`src/rtl/opsg_pkg.sv`:
```
// rtl/opsg_pkg.sv - shared state encoding, PSG byte field constants and tone-latch classifier
package opsg_pkg;

  typedef enum logic [1:0] {
    IDLE   = 2'd0,
    STROBE = 2'd1,
    GAP    = 2'd2
  } arb_state_t;

  localparam int         LATCH_BIT = 7;
  localparam int         TYPE_BIT  = 4;
  localparam logic [1:0] NOISE_CH  = 2'b11;

  // Tone latches carry the low frequency nibble and are followed by a data byte.
  function automatic logic is_tone_latch(input logic [7:0] b);
    return b[LATCH_BIT] && !b[TYPE_BIT] && (b[6:5] != NOISE_CH);
  endfunction

endpackage

```
`src/rtl/opsg_wr_arbiter.sv`:
```
// rtl/opsg_wr_arbiter.sv - paced round-robin arbiter for the shared PSG write port
// Keeps a tone latch and its following data byte from the same requester back to back.
module opsg_wr_arbiter
  import opsg_pkg::*;
#(
  parameter int WR_GAP       = 2,
  parameter int LOCK_TIMEOUT = 64
) (
  input  logic       clk,
  input  logic       n_rst,
  input  logic       req0,
  input  logic [7:0] data0,
  output logic       ack0,
  input  logic       req1,
  input  logic [7:0] data1,
  output logic       ack1,
  output logic       psg_n_wr,
  output logic [7:0] psg_data,
  output logic       busy,
  output logic       locked
);

  localparam int GAP_SPAN = (WR_GAP > 2) ? WR_GAP : 2;
  localparam int TMO_SPAN = (LOCK_TIMEOUT > 2) ? LOCK_TIMEOUT : 2;
  localparam int GAP_W    = $clog2(GAP_SPAN) + 1;
  localparam int TMO_W    = $clog2(TMO_SPAN) + 1;
  localparam logic [GAP_W-1:0] GAP_LAST  = GAP_W'((WR_GAP > 0) ? WR_GAP - 1 : 0);
  localparam logic [TMO_W-1:0] TMO_LIMIT = TMO_W'(LOCK_TIMEOUT);

  arb_state_t       state_q, state_d;
  logic [GAP_W-1:0] gap_q, gap_d;
  logic [TMO_W-1:0] tmo_q, tmo_d, tmo_inc;
  logic             owner_q, owner_d;
  logic             last_q, last_d;
  logic             locked_d, n_wr_d, ack0_d, ack1_d;
  logic [7:0]       data_d;

  logic             counting, expire, eff_locked;
  logic             cand0, cand1, pick1;
  logic [7:0]       pick_byte;

  // The timeout only runs while the port is quiet; the strobe cycle itself is not counted.
  assign counting   = locked && (state_q != STROBE);
  assign tmo_inc    = (tmo_q == TMO_LIMIT) ? tmo_q : tmo_q + TMO_W'(1);
  assign expire     = counting && (tmo_inc == TMO_LIMIT);
  assign eff_locked = locked && !expire;

  assign cand0     = req0 && (!eff_locked || !owner_q);
  assign cand1     = req1 && (!eff_locked || owner_q);
  assign pick1     = cand1 && (!cand0 || !last_q);
  assign pick_byte = pick1 ? data1 : data0;

  assign busy = (state_q != IDLE) || locked;

  always_comb begin
    state_d  = state_q;
    gap_d    = gap_q;
    tmo_d    = tmo_q;
    owner_d  = owner_q;
    last_d   = last_q;
    locked_d = locked;
    n_wr_d   = 1'b1;
    data_d   = psg_data;
    ack0_d   = 1'b0;
    ack1_d   = 1'b0;

    if (counting) begin
      tmo_d = tmo_inc;
    end
    if (expire) begin
      locked_d = 1'b0;
    end

    case (state_q)
      IDLE: begin
        if (cand0 || cand1) begin
          n_wr_d   = 1'b0;
          data_d   = pick_byte;
          ack0_d   = !pick1;
          ack1_d   = pick1;
          last_d   = pick1;
          owner_d  = pick1;
          // Any owner byte other than a fresh tone latch ends the atomic pair.
          locked_d = is_tone_latch(pick_byte);
          tmo_d    = '0;
          state_d  = STROBE;
        end
      end
      STROBE: begin
        gap_d   = '0;
        state_d = (WR_GAP == 0) ? IDLE : GAP;
      end
      GAP: begin
        if (gap_q == GAP_LAST) begin
          state_d = IDLE;
        end else begin
          gap_d = gap_q + GAP_W'(1);
        end
      end
      default: begin
        state_d = IDLE;
      end
    endcase
  end

  always_ff @(posedge clk or negedge n_rst) begin
    if (!n_rst) begin
      state_q  <= IDLE;
      gap_q    <= '0;
      tmo_q    <= '0;
      owner_q  <= 1'b0;
      last_q   <= 1'b1;
      locked   <= 1'b0;
      psg_n_wr <= 1'b1;
      psg_data <= 8'h00;
      ack0     <= 1'b0;
      ack1     <= 1'b0;
    end else begin
      state_q  <= state_d;
      gap_q    <= gap_d;
      tmo_q    <= tmo_d;
      owner_q  <= owner_d;
      last_q   <= last_d;
      locked   <= locked_d;
      psg_n_wr <= n_wr_d;
      psg_data <= data_d;
      ack0     <= ack0_d;
      ack1     <= ack1_d;
    end
  end

endmodule

```
`config.mk`:
```
export PLATFORM = sky130hd
export DESIGN_NAME = opsg_wr_arbiter
export DESIGN_NICKNAME = d
export VERILOG_FILES = /design/src/rtl/opsg_pkg.sv /design/src/rtl/opsg_wr_arbiter.sv
export SDC_FILE = /design/constraint.sdc
export NUM_CORES = 1
export LEC_CHECK = 0
export ABC_AREA = 1
export CAP_MARGIN = 20
export CORE_MARGIN = 1.5
export CORE_UTILIZATION = 45
export CTS_CLUSTER_DIAMETER = 60
export DETAILED_ROUTE_END_ITERATION = 8
export PLACE_DENSITY = 0.78
export SKIP_CTS_REPAIR_TIMING = 1
export SYNTH_ARGS = -nofsm -noshare
export SYNTH_HDL_FRONTEND = slang
export SYNTH_SLANG_ARGS = --single-unit
```
`constraint.sdc`:
```
create_clock -name clk -period 6 [get_ports clk]
set_input_delay 1.2 -clock clk [delete_from_list [all_inputs] [get_ports clk]]
set_output_delay 1.2 -clock clk [all_outputs]
set_load 0.02 [all_outputs]
```
==> results.toml, run 1 <==
[power]
power_density_nw_per_um2 = 502
p_switching_w = 0.000395
power_w = 0.000879
power.leakage_nw = 0.791
comb_power_share_pct = 55.4
irDropWorstVdd_mv = 0.254
p_clk_share_pct = 8.8
swShare_pct = 44.9
p_int_w = 0.000485
seqPwrFrac_pct = 35.8

[place]
io_buffers = 32
place.gp.congestion = 0.779
place_inst = 211
placed_cell_area_um2 = 1690
hpwl_mm = 2.10

[sta]
worstMarginPinSlew_ns = 0.378
setup_viol = 0
maxSlewViolCount = 0
hold_viol_final = 0
final.min_clock_period_ns = 2.93
final.period_utilization_pct = 48.8
rsz0062_at_grt = "false"
clock.fmax_mhz = 342
skew_ns = 0.0123
relSlewSlack_pct = 74.7
setup_tns_ns = 0

[cells_and_area]
area_growth_pct = 29.4
final_common_cell = "nand2_1"
final_nets = 209
final_layout_size_suffix_gt1_share_pct = 18.9
stdcell_area_um2 = 1750
final_cell_mix = "35 x nand2_1, 32 x clkdlybuf4s50_1, 23 x dfrtp_1"
n_antenna_cell = 0
stdcell_count = 216

[setup_path]
crit_type = "flop to output port"
timing.rr.end = "psg_data[5]"
worst_ep_arrival_time_ns = 1.73
path_delay_family = "buffers and inverters"
crit_path_max_fanout = 4
cp-startpoint = "state_q[1]"
rr_worst_depth = 16
r2r_slack_ns = 3.77
crit_slowest_cell = "clkdlybuf4s50_1"
crit_path_end_kind = "output port"
start_kind = "flop"
crit_required_ns = 4.80
r2r-start = "tmo_q[0]"
endpoint = "busy"
path_cells = "nor2_1 > nand2_1 > clkdlybuf4s50_1"
path_depth = 3
slowest_delay_ns = 0.55
crit_buf_inv = 1

[clock_tree]
cts_root_buffer = "clkbuf_4"
cts_sinks = 25
clock_latency_ns = 0.32
cts_tree = "yes"
cts_buffers = 3
clk_path_buf_depth = 2
htreeDepth = 1
clkTransAtPathRegs_ns = 0.14

[status]
violations = "DRC"
status = "finished, violations left"

[worst_hold_path]
hold_path.class = "flop to flop"
worstHoldStart = "last_q"

[grt]
antenna_found_initial = 0
grt_pass1_vias = 1107
grt_pass1_wl_mm = 4.56
grt-ovfl-total = 0
track_usage_pct = 17.6
grt_max_degree = 26

[routing]
drtAntennaViolNets = 0
dr_total_vias = 1117
avgRoutedWirePerCell_um = 12.3
drc = 2
via_per_inst = 5.17
wirelength_mm = 2.66
drtPass1Iterations = 6
drtIter0Drc = 61

[floorplanning]
rows = 19
die_h_um = 57.8
die_area_um2 = 3340
io_pins = 33
core_area_um2 = 2810
die_w_um = 57.8
start_util_pct = 48.2

[synth]
syn-num-nets = 173
synth_top_area_cell = "dfrtp_1"
synthTopCellsByArea = "dfrtp_1 43%, nand2_1 9.7%, a211oi_2 6.5%"
syn_inst = 150
synth_area_um2 = 1350
seq_area_frac_synth_pct = 46.4
yosysWarnings = 0
synth_cell_types = 27
ys_ff_latch = 25
avgSynthCellArea_um2 = 9.02
synth_top_area_share_pct = 42.6

[flow_run]
drv_cap = 0
-- logic make-up (layout without fill, tap and decap cells) --
logic type,count (synthesis),after routing,share of synthesized area [%]
multiplexers,1,1,0.740
AO/OA/AOI/OAI,17,17,11.4
flip-flops,25,25,46.4
adder cells (fa/ha/maj),3,3,2.78
XOR/XNOR,3,3,1.94
buffers and inverters,20,55,7.12
AND/OR/NAND/NOR,81,81,29.6
-- layer usage --
metal  global-route usage, %  vias to the layer above  wire, µm
met4                    5.98                        0        11
met2                    31.5                       36      1330
met1                    21.3                      523      1170
li1                        -                      556         -
met5                       0                        -         0
met3                    3.35                        2       154
-- cell type report --
cell class / count / area, µm²
fill: 253 / 1050
clock inverter: 1 / 7.51
clock buffer: 3 / 22.5
multi-input combinational: 105 / 628
inverter: 17 / 70.1
sequential: 25 / 628
timing repair buffer: 34 / 355
tap: 31 / 38.8
-- power groups by stage --
stage	combinational [W]	clock [W]	sequential [W]
2_1_floorplan	0.000303	0	0.000352
3_3_place_gp	0.000472	0	0.000316
3_5_place_dp	0.000491	0	0.000317
4_1_cts	0.000492	0.0000787	0.000316
5_1_grt	0.000535	0.0000850	0.000328
6_report	0.000487	0.0000770	0.000315
-- worst min path at each step --
stage                     slack (ns)  cells after the start        to
after floorplan                 0.45                      2    last_q
after global placement          0.47                      1  gap_q[0]
after detailed placement        0.48                      2    last_q
after CTS                       0.50                      2    last_q
after global routing            0.50                      2    last_q
final                           0.49                      2    last_q
-- worst min-delay path, cell delays in order (launching register included) --
cell	delay (ns)
dfstp_2	0.40
nand2_1	0.06
nand2_1	0.05
-- cells in the mapped netlist --
cell and n:
clkinv_2 1, ha_1 3, nor2_2 2, nand4_1 2, inv_2 1, inv_1 13
buf_6 2, nand2_1 35, nor2_1 15, nand3b_1 1, xor2_1 3, inv_4 2
nor2_4 2, o22ai_1 1, o21ai_0 2, o21bai_2 2, clkbuf_1 1, nand2_4 2
nand3_2 4, nand3_1 14, dfstp_2 2, o21ai_1 3, nand2_2 4, a211oi_2 7
a31oi_1 2, dfrtp_1 23, mux2i_1 1
-- through the flow --
| step | hold slack [ns] | setup WS [ns] | utilization, % |
|---|---|---|---|
| after floorplan | 0.453 | 3.96 | - |
| after global placement | 0.467 | 3.47 | 60.3 |
| after detailed placement | 0.478 | 3.44 | 60.3 |
| after CTS | 0.495 | 3.06 | 61.4 |
| after global routing | 0.505 | 3.00 | 62.4 |
| final | 0.491 | 3.07 | 62.4 |
-- state kept, by name, indices dropped and copies added, names as in the netlist --
name	flops
owner_q	1
state_q	2
tmo_q	7
ack1	1
last_q	1
ack0	1
locked	1
gap_q	2
psg_n_wr	1
psg_data	8
Note: power is estimated with default switching activity, not from simulation.
==> run 2: changes to the inputs <==
Settings changed: CORE_UTILIZATION 45 to 44, PLACE_DENSITY 0.78 to 0.79.
Clock period 6 ns to 2.6 ns, I/O delays scaled along.
==> run 2 against run 1 <==
The flow now finishes without violations. Cell count did not move. Sequential share of layout area is 0.47 points higher. Non-clock buffer count stayed put. Combinational power rose by 130%. Sequential power is 130% higher. Wire length grew 9.3%. Largest power group unchanged.
==> results.toml, run 2 (synthesis gave the netlist of run 1 again) <==
[sta]
relSlewSlack_pct = 71.0
hold_viol_final = 0
setup_viol = 0
final.min_clock_period_ns = 2.32
maxSlewViolCount = 0
rsz0062_at_grt = "false"
worstMarginPinSlew_ns = 0.434
skew_ns = 0.00340
setup_slack_ns = 0.281
clock.fmax_mhz = 431
setup_tns_ns = 0
final.period_utilization_pct = 89.2

[clock_tree]
clk_path_buf_depth = 2
cts_sinks = 25
cts_tree = "yes"
clock_latency_ns = 0.32
htreeDepth = 1
clkTransAtPathRegs_ns = 0.13
cts_buffers = 3
cts_root_buffer = "clkbuf_4"

[cells_and_area]
regMostFlops = "psg_data"
area_growth_pct = 27.8
fin_util_pct = 61.1
nFillCells = 238
final_common_cell = "nand2_1"
seq_area_um2 = 628
final_nets = 209
top_regs = "psg_data (8), tmo_q (7)"
stdcell_area_um2 = 1730
largest_reg_flops = 8
final_layout_size_suffix_gt1_share_pct = 18.9
multi_input_area_um2 = 628
final_cell_mix = "35 x nand2_1, 32 x clkdlybuf4s50_1, 23 x dfrtp_1"
n_antenna_cell = 0

[floorplanning]
start_util_pct = 47.8
die_h_um = 58.4
io_pins = 33
core_area_um2 = 2830
die_w_um = 58.4
die_area_um2 = 3420
rows = 19

[routing]
via_per_inst = 5.22
drtAntennaViolNets = 0
dr_total_vias = 1127
drtPass1Iterations = 4
drtIter0Drc = 57
drc = 0
avgRoutedWirePerCell_um = 13.4
wirelength_mm = 2.90

[place]
placed_cell_area_um2 = 1700
hpwl_mm = 2.27
io_buffers = 32
place.gp.congestion = 0.835
pre_cts_slack_ns = 0.390

[setup_path]
crit_path_end_kind = "output port"
start_kind = "flop"
crit_path_max_fanout = 4
worst_ep_arrival_time_ns = 1.80
crit_type = "flop to output port"
crit_required_ns = 2.08

[grt]
antenna_found_initial = 0
grt-ovfl-total = 0
grt_pass1_vias = 1230
grt_max_degree = 26
grt_pass1_wl_mm = 5.18
track_usage_pct = 19.6

[flow_run]
drv_cap = 0

[worst_hold_path]
hold_path.class = "flop to flop"

[power]
irDropWorstVdd_mv = 0.631
power.leakage_nw = 0.787
power_density_nw_per_um2 = 1190

[status]
status = "complete, no violations"
[run 2: changes by cell type in the layout (fill, tap and decap cells not counted), sizes merged]
cell,change
clkinv,+1
clkinvlp,-1
[run 2: report_power, final]
group / switching [W] / total [W] / internal [W]
Combinational: 0.000669 / 0.00114 / 0.000473
Sequential: 0.000147 / 0.000730 / 0.000583
Clock: 0.000118 / 0.000176 / 0.0000577
[run 2: per-layer routing]
layer / part of all wire (%) / GRT usage [%]
met1: 42 / 23.4
met2: 53 / 36.0
met3: 4.9 / 3.08
met4: 0.79 / 5.98
met5: 0 / 0
[run 2: cell type report]
| cell class | count | share of cell area, % |
|---|---|---|
| clock inverters | 1 | 0.290 |
| clock buffers | 3 | 1.30 |
| inverters | 17 | 4.06 |
| repair buffers | 34 | 19.4 |
| flip-flops and latches | 25 | 36.4 |
| multi-input cells | 105 | 36.4 |
| well taps | 31 | 2.24 |
[run 2: path summary, 6_finish.rpt]
path	start	end	slack [ns]	cells after the start
min in group asynchronous	n_rst	tmo_q[4]	0.55	2
max reg2reg	tmo_q[0]	psg_data[5]	0.34	16
min reg2reg	gap_q[0]	gap_q[0]	0.49	1
min	gap_q[0]	gap_q[0]	0.49	1
max in group asynchronous	n_rst	last_q	1.76	2
max	state_q[1]	busy	0.28	3
[run 2: critical path, stage by stage, from the launching register on]
cell	delay, ns
dfrtp_1	0.43
nor2_1	0.35
nand2_1	0.12
clkdlybuf4s50_1	0.58
[run 2: per-stage QoR]
stage	instances	power (W)	hold slack, ns
2_1_floorplan	150	0.00151	0.224
3_3_place_gp	212	0.00183	0.465
3_5_place_dp	212	0.00188	0.479
4_1_cts	216	0.00207	0.499
5_1_grt	216	0.00221	0.512
6_report	216	0.00205	0.495
